===== src/rtl/multicycle_control_unit_if.sv =====
// Control-unit <-> datapath bundle. mem_req is held high until the cycle in which mem_ready is also high;
// that cycle completes the access. MemWrite stays high for the whole request.
interface multicycle_control_unit_if #(
   parameter int ULA_CTRL_W = 3
);
   logic [6:0]            OP;
   logic [2:0]            Funct3;
   logic [6:0]            Funct7;
   logic                  Zero;
   logic                  Lt;
   logic                  mem_ready;
   logic                  mem_req;
   logic                  AdrSrc;
   logic                  IRWrite;
   logic                  PCWrite;
   logic                  MemWrite;
   logic                  RegWrite;
   logic [1:0]            ImmSrc;
   logic [1:0]            ULASrcA;
   logic [1:0]            ULASrcB;
   logic [ULA_CTRL_W-1:0] ULAControl;
   logic [1:0]            ResultSrc;
   logic                  illegal;
   logic [3:0]            state;

   modport master (
      input  OP, Funct3, Funct7, Zero, Lt, mem_ready,
      output mem_req, AdrSrc, IRWrite, PCWrite, MemWrite, RegWrite,
             ImmSrc, ULASrcA, ULASrcB, ULAControl, ResultSrc, illegal, state
   );

   modport slave (
      output OP, Funct3, Funct7, Zero, Lt, mem_ready,
      input  mem_req, AdrSrc, IRWrite, PCWrite, MemWrite, RegWrite,
             ImmSrc, ULASrcA, ULASrcB, ULAControl, ResultSrc, illegal, state
   );
endinterface


===== src/rtl/multicycle_control_unit.sv =====
// Moore sequencer for the 8-bit RISC-V multi-cycle datapath: fetch/decode/execute/memory/writeback
// over one ULA and one shared memory port, with a sticky illegal-instruction flag.
module multicycle_control_unit #(
   parameter int MEM_HANDSHAKE   = 1,
   parameter int TRAP_ON_ILLEGAL = 1,
   parameter int ULA_CTRL_W      = 3
) (
   input logic clk,
   input logic reset,
   multicycle_control_unit_if.master bus
);
   localparam logic [3:0] FETCH = 4'd0, DECODE = 4'd1, MEMADR = 4'd2, MEMREAD = 4'd3,
                          MEMWB = 4'd4, MEMWRITE = 4'd5, EXECR = 4'd6, EXECI = 4'd7,
                          ALUWB = 4'd8, BRANCH = 4'd9, JAL = 4'd10, JALR = 4'd11,
                          ILLEGAL = 4'd12;

   localparam logic [6:0] OP_R = 7'b0110011, OP_I = 7'b0010011, OP_LOAD = 7'b0000011,
                          OP_STORE = 7'b0100011, OP_BRANCH = 7'b1100011,
                          OP_JAL = 7'b1101111, OP_JALR = 7'b1100111;

   logic [3:0] curState, nextState;
   logic       illegalQ;
   logic       memOk;
   logic       isR, isI, isLw, isSw, isBranch, isJal, isJalr, branchTaken;
   logic [2:0] rCtl, iCtl, ulaCtl;

   assign memOk = (MEM_HANDSHAKE != 0) ? bus.mem_ready : 1'b1;

   // Only the 22 supported encodings decode; every other bit pattern is illegal.
   always_comb begin
      isR = 1'b0; isI = 1'b0; isLw = 1'b0; isSw = 1'b0;
      isBranch = 1'b0; isJal = 1'b0; isJalr = 1'b0;
      rCtl = 3'b000; iCtl = 3'b000; branchTaken = 1'b0;
      case (bus.OP)
         OP_R: begin
            if (bus.Funct7 == 7'b0000000) begin
               isR = 1'b1;
               case (bus.Funct3)
                  3'b000:  rCtl = 3'b000;
                  3'b111:  rCtl = 3'b010;
                  3'b110:  rCtl = 3'b011;
                  3'b100:  rCtl = 3'b100;
                  3'b010:  rCtl = 3'b101;
                  3'b001:  rCtl = 3'b110;
                  3'b101:  rCtl = 3'b111;
                  default: isR = 1'b0;
               endcase
            end else if (bus.Funct7 == 7'b0100000 && bus.Funct3 == 3'b000) begin
               isR  = 1'b1;
               rCtl = 3'b001;
            end
         end
         OP_I: begin
            isI = 1'b1;
            case (bus.Funct3)
               3'b000:  iCtl = 3'b000;
               3'b110:  iCtl = 3'b011;
               3'b100:  iCtl = 3'b100;
               3'b010:  iCtl = 3'b101;
               3'b001:  begin iCtl = 3'b110; isI = (bus.Funct7 == 7'b0000000); end
               3'b101:  begin iCtl = 3'b111; isI = (bus.Funct7 == 7'b0000000); end
               default: isI = 1'b0;
            endcase
         end
         OP_LOAD:   isLw = (bus.Funct3 == 3'b010);
         OP_STORE:  isSw = (bus.Funct3 == 3'b010);
         OP_BRANCH: begin
            case (bus.Funct3)
               3'b000:  begin isBranch = 1'b1; branchTaken = bus.Zero;  end
               3'b001:  begin isBranch = 1'b1; branchTaken = ~bus.Zero; end
               3'b100:  begin isBranch = 1'b1; branchTaken = bus.Lt;    end
               3'b101:  begin isBranch = 1'b1; branchTaken = ~bus.Lt;   end
               default: isBranch = 1'b0;
            endcase
         end
         OP_JAL:    isJal  = 1'b1;
         OP_JALR:   isJalr = (bus.Funct3 == 3'b000);
         default:   ;
      endcase
   end

   always_comb begin
      nextState = FETCH;
      case (curState)
         FETCH:    nextState = memOk ? DECODE : FETCH;
         DECODE: begin
            if (isLw || isSw)  nextState = MEMADR;
            else if (isR)      nextState = EXECR;
            else if (isI)      nextState = EXECI;
            else if (isBranch) nextState = BRANCH;
            else if (isJal)    nextState = JAL;
            else if (isJalr)   nextState = JALR;
            else               nextState = ILLEGAL;
         end
         MEMADR:   nextState = isSw ? MEMWRITE : MEMREAD;
         MEMREAD:  nextState = memOk ? MEMWB : MEMREAD;
         MEMWB:    nextState = FETCH;
         MEMWRITE: nextState = memOk ? FETCH : MEMWRITE;
         EXECR:    nextState = ALUWB;
         EXECI:    nextState = ALUWB;
         ALUWB:    nextState = FETCH;
         BRANCH:   nextState = FETCH;
         JALR:     nextState = JAL;
         JAL:      nextState = ALUWB;
         ILLEGAL:  nextState = (TRAP_ON_ILLEGAL != 0) ? ILLEGAL : FETCH;
         default:  nextState = FETCH;
      endcase
   end

   always_ff @(posedge clk or posedge reset) begin
      if (reset) begin
         curState <= FETCH;
         illegalQ <= 1'b0;
      end else begin
         curState <= nextState;
         if (nextState == ILLEGAL) illegalQ <= 1'b1;
      end
   end

   // Outputs follow the state; IRWrite/PCWrite in FETCH and PCWrite in BRANCH also follow the inputs.
   always_comb begin
      bus.mem_req = 1'b0; bus.AdrSrc = 1'b0; bus.IRWrite = 1'b0; bus.PCWrite = 1'b0;
      bus.MemWrite = 1'b0; bus.RegWrite = 1'b0; bus.ImmSrc = 2'b00; bus.ULASrcA = 2'b00;
      bus.ULASrcB = 2'b00; bus.ResultSrc = 2'b00; ulaCtl = 3'b000;
      case (curState)
         FETCH: begin
            bus.mem_req = 1'b1; bus.ULASrcB = 2'b10; bus.ResultSrc = 2'b10;
            bus.IRWrite = memOk; bus.PCWrite = memOk;
         end
         DECODE: begin
            bus.ULASrcA = 2'b01; bus.ULASrcB = 2'b01;
            bus.ImmSrc  = isJal ? 2'b11 : 2'b10;
         end
         MEMADR: begin
            bus.ULASrcA = 2'b10; bus.ULASrcB = 2'b01;
            bus.ImmSrc  = isSw ? 2'b01 : 2'b00;
         end
         MEMREAD:  begin bus.mem_req = 1'b1; bus.AdrSrc = 1'b1; end
         MEMWB:    begin bus.ResultSrc = 2'b01; bus.RegWrite = 1'b1; end
         MEMWRITE: begin bus.mem_req = 1'b1; bus.MemWrite = 1'b1; bus.AdrSrc = 1'b1; end
         EXECR:    begin bus.ULASrcA = 2'b10; ulaCtl = rCtl; end
         EXECI:    begin bus.ULASrcA = 2'b10; bus.ULASrcB = 2'b01; ulaCtl = iCtl; end
         ALUWB:    bus.RegWrite = 1'b1;
         BRANCH: begin
            bus.ULASrcA = 2'b10; ulaCtl = 3'b001;
            bus.PCWrite = isBranch & branchTaken;
         end
         JALR:     begin bus.ULASrcA = 2'b10; bus.ULASrcB = 2'b01; end
         JAL:      begin bus.ULASrcA = 2'b01; bus.ULASrcB = 2'b10; bus.PCWrite = 1'b1; end
         default:  ;
      endcase
      if (reset) begin
         bus.mem_req = 1'b0; bus.AdrSrc = 1'b0; bus.IRWrite = 1'b0; bus.PCWrite = 1'b0;
         bus.MemWrite = 1'b0; bus.RegWrite = 1'b0; bus.ImmSrc = 2'b00; bus.ULASrcA = 2'b00;
         bus.ULASrcB = 2'b00; bus.ResultSrc = 2'b00; ulaCtl = 3'b000;
      end
   end

   assign bus.ULAControl = ULA_CTRL_W'(ulaCtl);
   assign bus.illegal    = illegalQ;
   assign bus.state      = curState;
endmodule

===== src/flat_wrapper.sv =====
// flat-port wrapper written by rule: the top's interface ports become plain ports
module multicycle_control_unit_flat 
#(
   parameter int MEM_HANDSHAKE   = 1,
   parameter int TRAP_ON_ILLEGAL = 1,
   parameter int ULA_CTRL_W      = 3
)
  (clk, reset, bus_OP, bus_Funct3, bus_Funct7, bus_Zero, bus_Lt, bus_mem_ready, bus_mem_req, bus_AdrSrc, bus_IRWrite, bus_PCWrite, bus_MemWrite, bus_RegWrite, bus_ImmSrc, bus_ULASrcA, bus_ULASrcB, bus_ULAControl, bus_ResultSrc, bus_illegal, bus_state);
  multicycle_control_unit_if #(.ULA_CTRL_W(ULA_CTRL_W)) bus_i ();
  input logic clk;
  input logic reset;
  input wire logic [$bits(bus_i.OP)-1:0] bus_OP;
  input wire logic [$bits(bus_i.Funct3)-1:0] bus_Funct3;
  input wire logic [$bits(bus_i.Funct7)-1:0] bus_Funct7;
  input wire logic [$bits(bus_i.Zero)-1:0] bus_Zero;
  input wire logic [$bits(bus_i.Lt)-1:0] bus_Lt;
  input wire logic [$bits(bus_i.mem_ready)-1:0] bus_mem_ready;
  output wire logic [$bits(bus_i.mem_req)-1:0] bus_mem_req;
  output wire logic [$bits(bus_i.AdrSrc)-1:0] bus_AdrSrc;
  output wire logic [$bits(bus_i.IRWrite)-1:0] bus_IRWrite;
  output wire logic [$bits(bus_i.PCWrite)-1:0] bus_PCWrite;
  output wire logic [$bits(bus_i.MemWrite)-1:0] bus_MemWrite;
  output wire logic [$bits(bus_i.RegWrite)-1:0] bus_RegWrite;
  output wire logic [$bits(bus_i.ImmSrc)-1:0] bus_ImmSrc;
  output wire logic [$bits(bus_i.ULASrcA)-1:0] bus_ULASrcA;
  output wire logic [$bits(bus_i.ULASrcB)-1:0] bus_ULASrcB;
  output wire logic [$bits(bus_i.ULAControl)-1:0] bus_ULAControl;
  output wire logic [$bits(bus_i.ResultSrc)-1:0] bus_ResultSrc;
  output wire logic [$bits(bus_i.illegal)-1:0] bus_illegal;
  output wire logic [$bits(bus_i.state)-1:0] bus_state;
  assign bus_i.OP = bus_OP;
  assign bus_i.Funct3 = bus_Funct3;
  assign bus_i.Funct7 = bus_Funct7;
  assign bus_i.Zero = bus_Zero;
  assign bus_i.Lt = bus_Lt;
  assign bus_i.mem_ready = bus_mem_ready;
  assign bus_mem_req = bus_i.mem_req;
  assign bus_AdrSrc = bus_i.AdrSrc;
  assign bus_IRWrite = bus_i.IRWrite;
  assign bus_PCWrite = bus_i.PCWrite;
  assign bus_MemWrite = bus_i.MemWrite;
  assign bus_RegWrite = bus_i.RegWrite;
  assign bus_ImmSrc = bus_i.ImmSrc;
  assign bus_ULASrcA = bus_i.ULASrcA;
  assign bus_ULASrcB = bus_i.ULASrcB;
  assign bus_ULAControl = bus_i.ULAControl;
  assign bus_ResultSrc = bus_i.ResultSrc;
  assign bus_illegal = bus_i.illegal;
  assign bus_state = bus_i.state;
  multicycle_control_unit #(.MEM_HANDSHAKE(MEM_HANDSHAKE), .TRAP_ON_ILLEGAL(TRAP_ON_ILLEGAL), .ULA_CTRL_W(ULA_CTRL_W)) u_core (.clk(clk), .reset(reset), .bus(bus_i));
endmodule

===== config.mk =====
export PLATFORM = sky130hd
export DESIGN_NAME = multicycle_control_unit_flat
export DESIGN_NICKNAME = d
export VERILOG_FILES = /design/src/rtl/multicycle_control_unit_if.sv /design/src/rtl/multicycle_control_unit.sv /design/src/flat_wrapper.sv
export SDC_FILE = /design/constraint.sdc
export NUM_CORES = 1
export LEC_CHECK = 0
export CORE_MARGIN = 1.5
export CORE_UTILIZATION = 45
export CTS_BUF_LIST = sky130_fd_sc_hd__clkbuf_8
export CTS_CLUSTER_DIAMETER = 60
export DETAILED_ROUTE_END_ITERATION = 12
export GPL_TIMING_DRIVEN = 0
export PLACE_DENSITY_LB_ADDON = 0.3
export SYNTH_ARGS = -nofsm -noshare
export SYNTH_HDL_FRONTEND = slang
export SYNTH_SLANG_ARGS = --single-unit

===== constraint.sdc =====
create_clock -name clk -period 2.1 [get_ports clk]
set_input_delay 0.21 -clock clk [delete_from_list [all_inputs] [get_ports clk]]
set_output_delay 0.21 -clock clk [all_outputs]
set_load 0.03 [all_outputs]

==> results.json <==
{
  "status": "finished, violations left",
  "violations": "negative setup slack",
  "synthAdderAreaFrac": 0,
  "clk_pin_slew_ns": 0.03,
  "ioPinCount": 44,
  "synth_mux_area_frac": 0.0344,
  "dr.pass1.iters": 4,
  "fin_ws_ns": -0.00946,
  "vias": 1205,
  "clkLatencyLatePin_ns": 0.22,
  "wl_per_cell_um": 16.1,
  "n_antenna_cell": 0,
  "gr-total-overflow": 0,
  "sw_frac_of_total": 0.514,
  "p_seq_frac": 0.134,
  "holdPathStages": 2,
  "holdPathEnd": "u_core.bus.illegal",
  "cts_tree": "yes",
  "yosys.area_share.simple": 0.458,
  "netlist_area_um2": 910,
  "gp_congestion": 0.948,
  "cp-end-kind": "output port",
  "drt_wl_total_um": 3310,
  "ys_seq_elements": 5,
  "hpwl_um": 2340,
  "finalSetupTns_ns": -0.0154,
  "max_freq_ghz": 0.474,
  "post-place-ws_ns": -0.699,
  "cp-startpoint": "bus_Funct7[1]",
  "via_per_inst": 5.88,
  "synth_edf_count": 0,
  "hold_class": "reg -> reg",
  "cp.required_ns": 1.89,
  "chipWidth_um": 48.0,
  "reg2regPathDepth": 4,
  "drt.antenna.violating_nets": 0,
  "die_area_um2": 2300,
  "synthToLayoutAreaGrowth_pct": 68.0,
  "port_buffers": 43,
  "clock_skew_ns": 0.00165,
  "setup_viol": 2,
  "power.density_nw_per_um2": 769,
  "synth_compound_area_frac": 0.248,
  "synth_ff_type": "dfrtp_1",
  "rows": 16,
  "cts_made_buffers": 3,
  "yosys_warnings": 0,
  "grt_pass1_vias": 1049,
  "clock-root-buffer": "clkbuf_8",
  "fin_crit_sh": 1.00,
  "drc": 0,
  "synthXorXnorAreaFrac": 0.0385,
  "p_comb_frac": 0.722,
  "regToRegEndpoint": "u_core.bus.illegal",
  "drive_above_1_share": 0.236,
  "maxCapViolCount": 0,
  "start_util": 0.468,
  "syn_nets": 150,
  "worst_ep_arrival_time_ns": 1.90,
  "grt_start_max_net_pins": 11,
  "path_max_fanout": 3,
  "intPower_mw": 0.571,
  "syn_area_per_cell_um2": 7.11,
  "core-area_um2": 1940,
  "ys_seq_area_frac": 0.138,
  "cts_sinks": 5,
  "slew_violations": 0,
  "start_kind": "input pin",
  "clockPowerShare": 0.145,
  "worstHoldStart": "u_core.bus.illegal",
  "final-hold-violation-count": 0,
  "p_sw_mw": 0.603,
  "p_leak_nw": 0.689,
  "worst_slew_pin_slew_ns": 0.342,
  "worst-setup-path-type": "in -> out",
  "synth_cells": 128,
  "dieHeight_um": 48.0,
  "grt_usage": 0.274,
  "htree_levels": 1,
  "antenna_found_initial": 0,
  "ys_types": 48,
  "synthArstFlopShare": 1.00,
  "fin_util": 0.787,
  "nets": 201,
  "r2r_start": "u_core.bus.state[1]",
  "slew_headroom": 0.772,
  "period_minus_slack_ns": 2.11,
  "worst-r2r-setup-slack_ns": 0.55,
  "drt_iter0_drc": 30,
  "rsz0062_at_grt": "true",
  "clock_path_buffers": 2,
  "grt_pass1_wl_um": 4500,
  "peakVddDrop_v": 0.000947,
  "synth_top_family_by_area": "simple AND/OR/NAND/NOR gates"
}
worst max-delay path, cell delays in order:
cell and delay (ns):
clkdlybuf4s50_1 0.45, nor4_4 0.38, nand3_2 0.14, nor4_4 0.20
o21ai_1 0.14, a211oi_2 0.21, buf_4 0.19
stage by stage:
step                cell area, um2  power (mW)  instances  hold WS (ns)
finish                        1530        1.17        205         0.458
floorplan                      927       0.695        128         0.209
detailed placement            1390       0.997        198         0.455
global placement              1390       0.975        198         0.451
CTS                           1450        1.13        203         0.461
global route                  1530        1.24        205         0.538
flip-flops by register name (all words and copies together) (netlist names):
name,cells
u_core.bus.state,4
u_core.bus.illegal,1
how the worst max path moves through the flow:
stage,end,slack (ns)
after CTS,bus_ULAControl[1],-0.11
after floorplan,bus_mem_req,-0.007
after global routing,bus_ULAControl[0],-0.12
after detailed placement,bus_ULAControl[1],-0.70
final,bus_ULAControl[1],-0.009
after global placement,bus_ULAControl[1],-0.67
layer usage:
layer / track usage / wire length (um) / up-vias
li1: - / - / 566
met1: 0.312 / 1250 / 556
met2: 0.496 / 1740 / 75
met3: 0.0868 / 257 / 8
met4: 0.0595 / 53 / 0
met5: 0 / 0 / -
cell usage in the layout (no fill, tap or decap), types with 2 or more instances in the layout:
| cell type | instances |
|---|---|
| buf_4 | 10 |
| nor2_1 | 15 |
| and2_1 | 4 |
| nand3_1 | 3 |
| mux2i_1 | 2 |
| nand2_1 | 10 |
| nand2b_1 | 5 |
| nand4_1 | 3 |
| inv_1 | 9 |
| or3_1 | 2 |
| and2b_1 | 2 |
| nor3_1 | 6 |
| nor3b_2 | 2 |
| clkbuf_2 | 2 |
| clkbuf_8 | 3 |
| clkdlybuf4s50_1 | 19 |
| o21ai_0 | 6 |
| a211oi_2 | 2 |
| o21ai_1 | 2 |
| a21oi_1 | 7 |
| xnor2_1 | 2 |
| xor2_1 | 2 |
| dlymetal6s2s_1 | 5 |
| nor4_4 | 3 |
| dfrtp_1 | 5 |
| dlygate4sd2_1 | 13 |
power by group through the flow:
stage          Clock (mW)  Combinational [mW]  Sequential [mW]
5_1_grt             0.183               0.901            0.159
3_3_place_gp            0               0.819            0.156
3_5_place_dp            0               0.841            0.155
4_1_cts             0.172               0.808            0.154
6_report            0.170               0.847            0.157
2_1_floorplan           0               0.503            0.193
area by class of cell:
| cell class | count | area, um2 |
|---|---|---|
| Tap cell | 27 | 33.8 |
| Clock buffer | 3 | 41.3 |
| Inverter | 8 | 30.0 |
| Sequential cell | 5 | 125 |
| Fill cell | 142 | 414 |
| Multi-Input combinational cell | 108 | 802 |
| Timing Repair Buffer | 46 | 440 |
| Clock inverter | 1 | 3.75 |
| Buffer | 7 | 51.3 |
repair_timing:
action | in CTS | in global routing
pin swaps | 3 | 4
setup buffers | 1 | 2
resized for setup | 46 | 20
hold buffers | 0 | 0
endpoints found under the setup margin | 17 | 7
Yosys cell counts (2+ instances only):
master | instances | share of area
nor2_1 | 16 | 0.066
nand2_1 | 11 | 0.045
inv_1 | 8 | 0.033
a21oi_1 | 7 | 0.039
nor3_1 | 7 | 0.039
o21ai_0 | 6 | 0.033
dfrtp_1 | 5 | 0.14
nand2b_1 | 5 | 0.034
and2_1 | 4 | 0.028
nand3_1 | 4 | 0.022
buf_4 | 3 | 0.025
nand4_1 | 3 | 0.021
nor4_1 | 3 | 0.021
a211oi_1 | 2 | 0.017
and2b_1 | 2 | 0.017
and3b_1 | 2 | 0.019
clkbuf_1 | 2 | 0.0083
mux2i_1 | 2 | 0.022
nor2b_1 | 2 | 0.014
nor3b_2 | 2 | 0.028
o21ai_1 | 2 | 0.011
or3_1 | 2 | 0.014
xnor2_1 | 2 | 0.019
xor2_1 | 2 | 0.019
cells by family after synthesis:
| group | Yosys count |
|---|---|
| buffers and inverters | 15 |
| multiplexers | 3 |
| AND/OR/NAND/NOR | 71 |
| AO/OA/AOI/OAI | 30 |
| flip-flops | 5 |
| XOR/XNOR | 4 |
No activity file was read; power rests on OpenSTA's default activity.
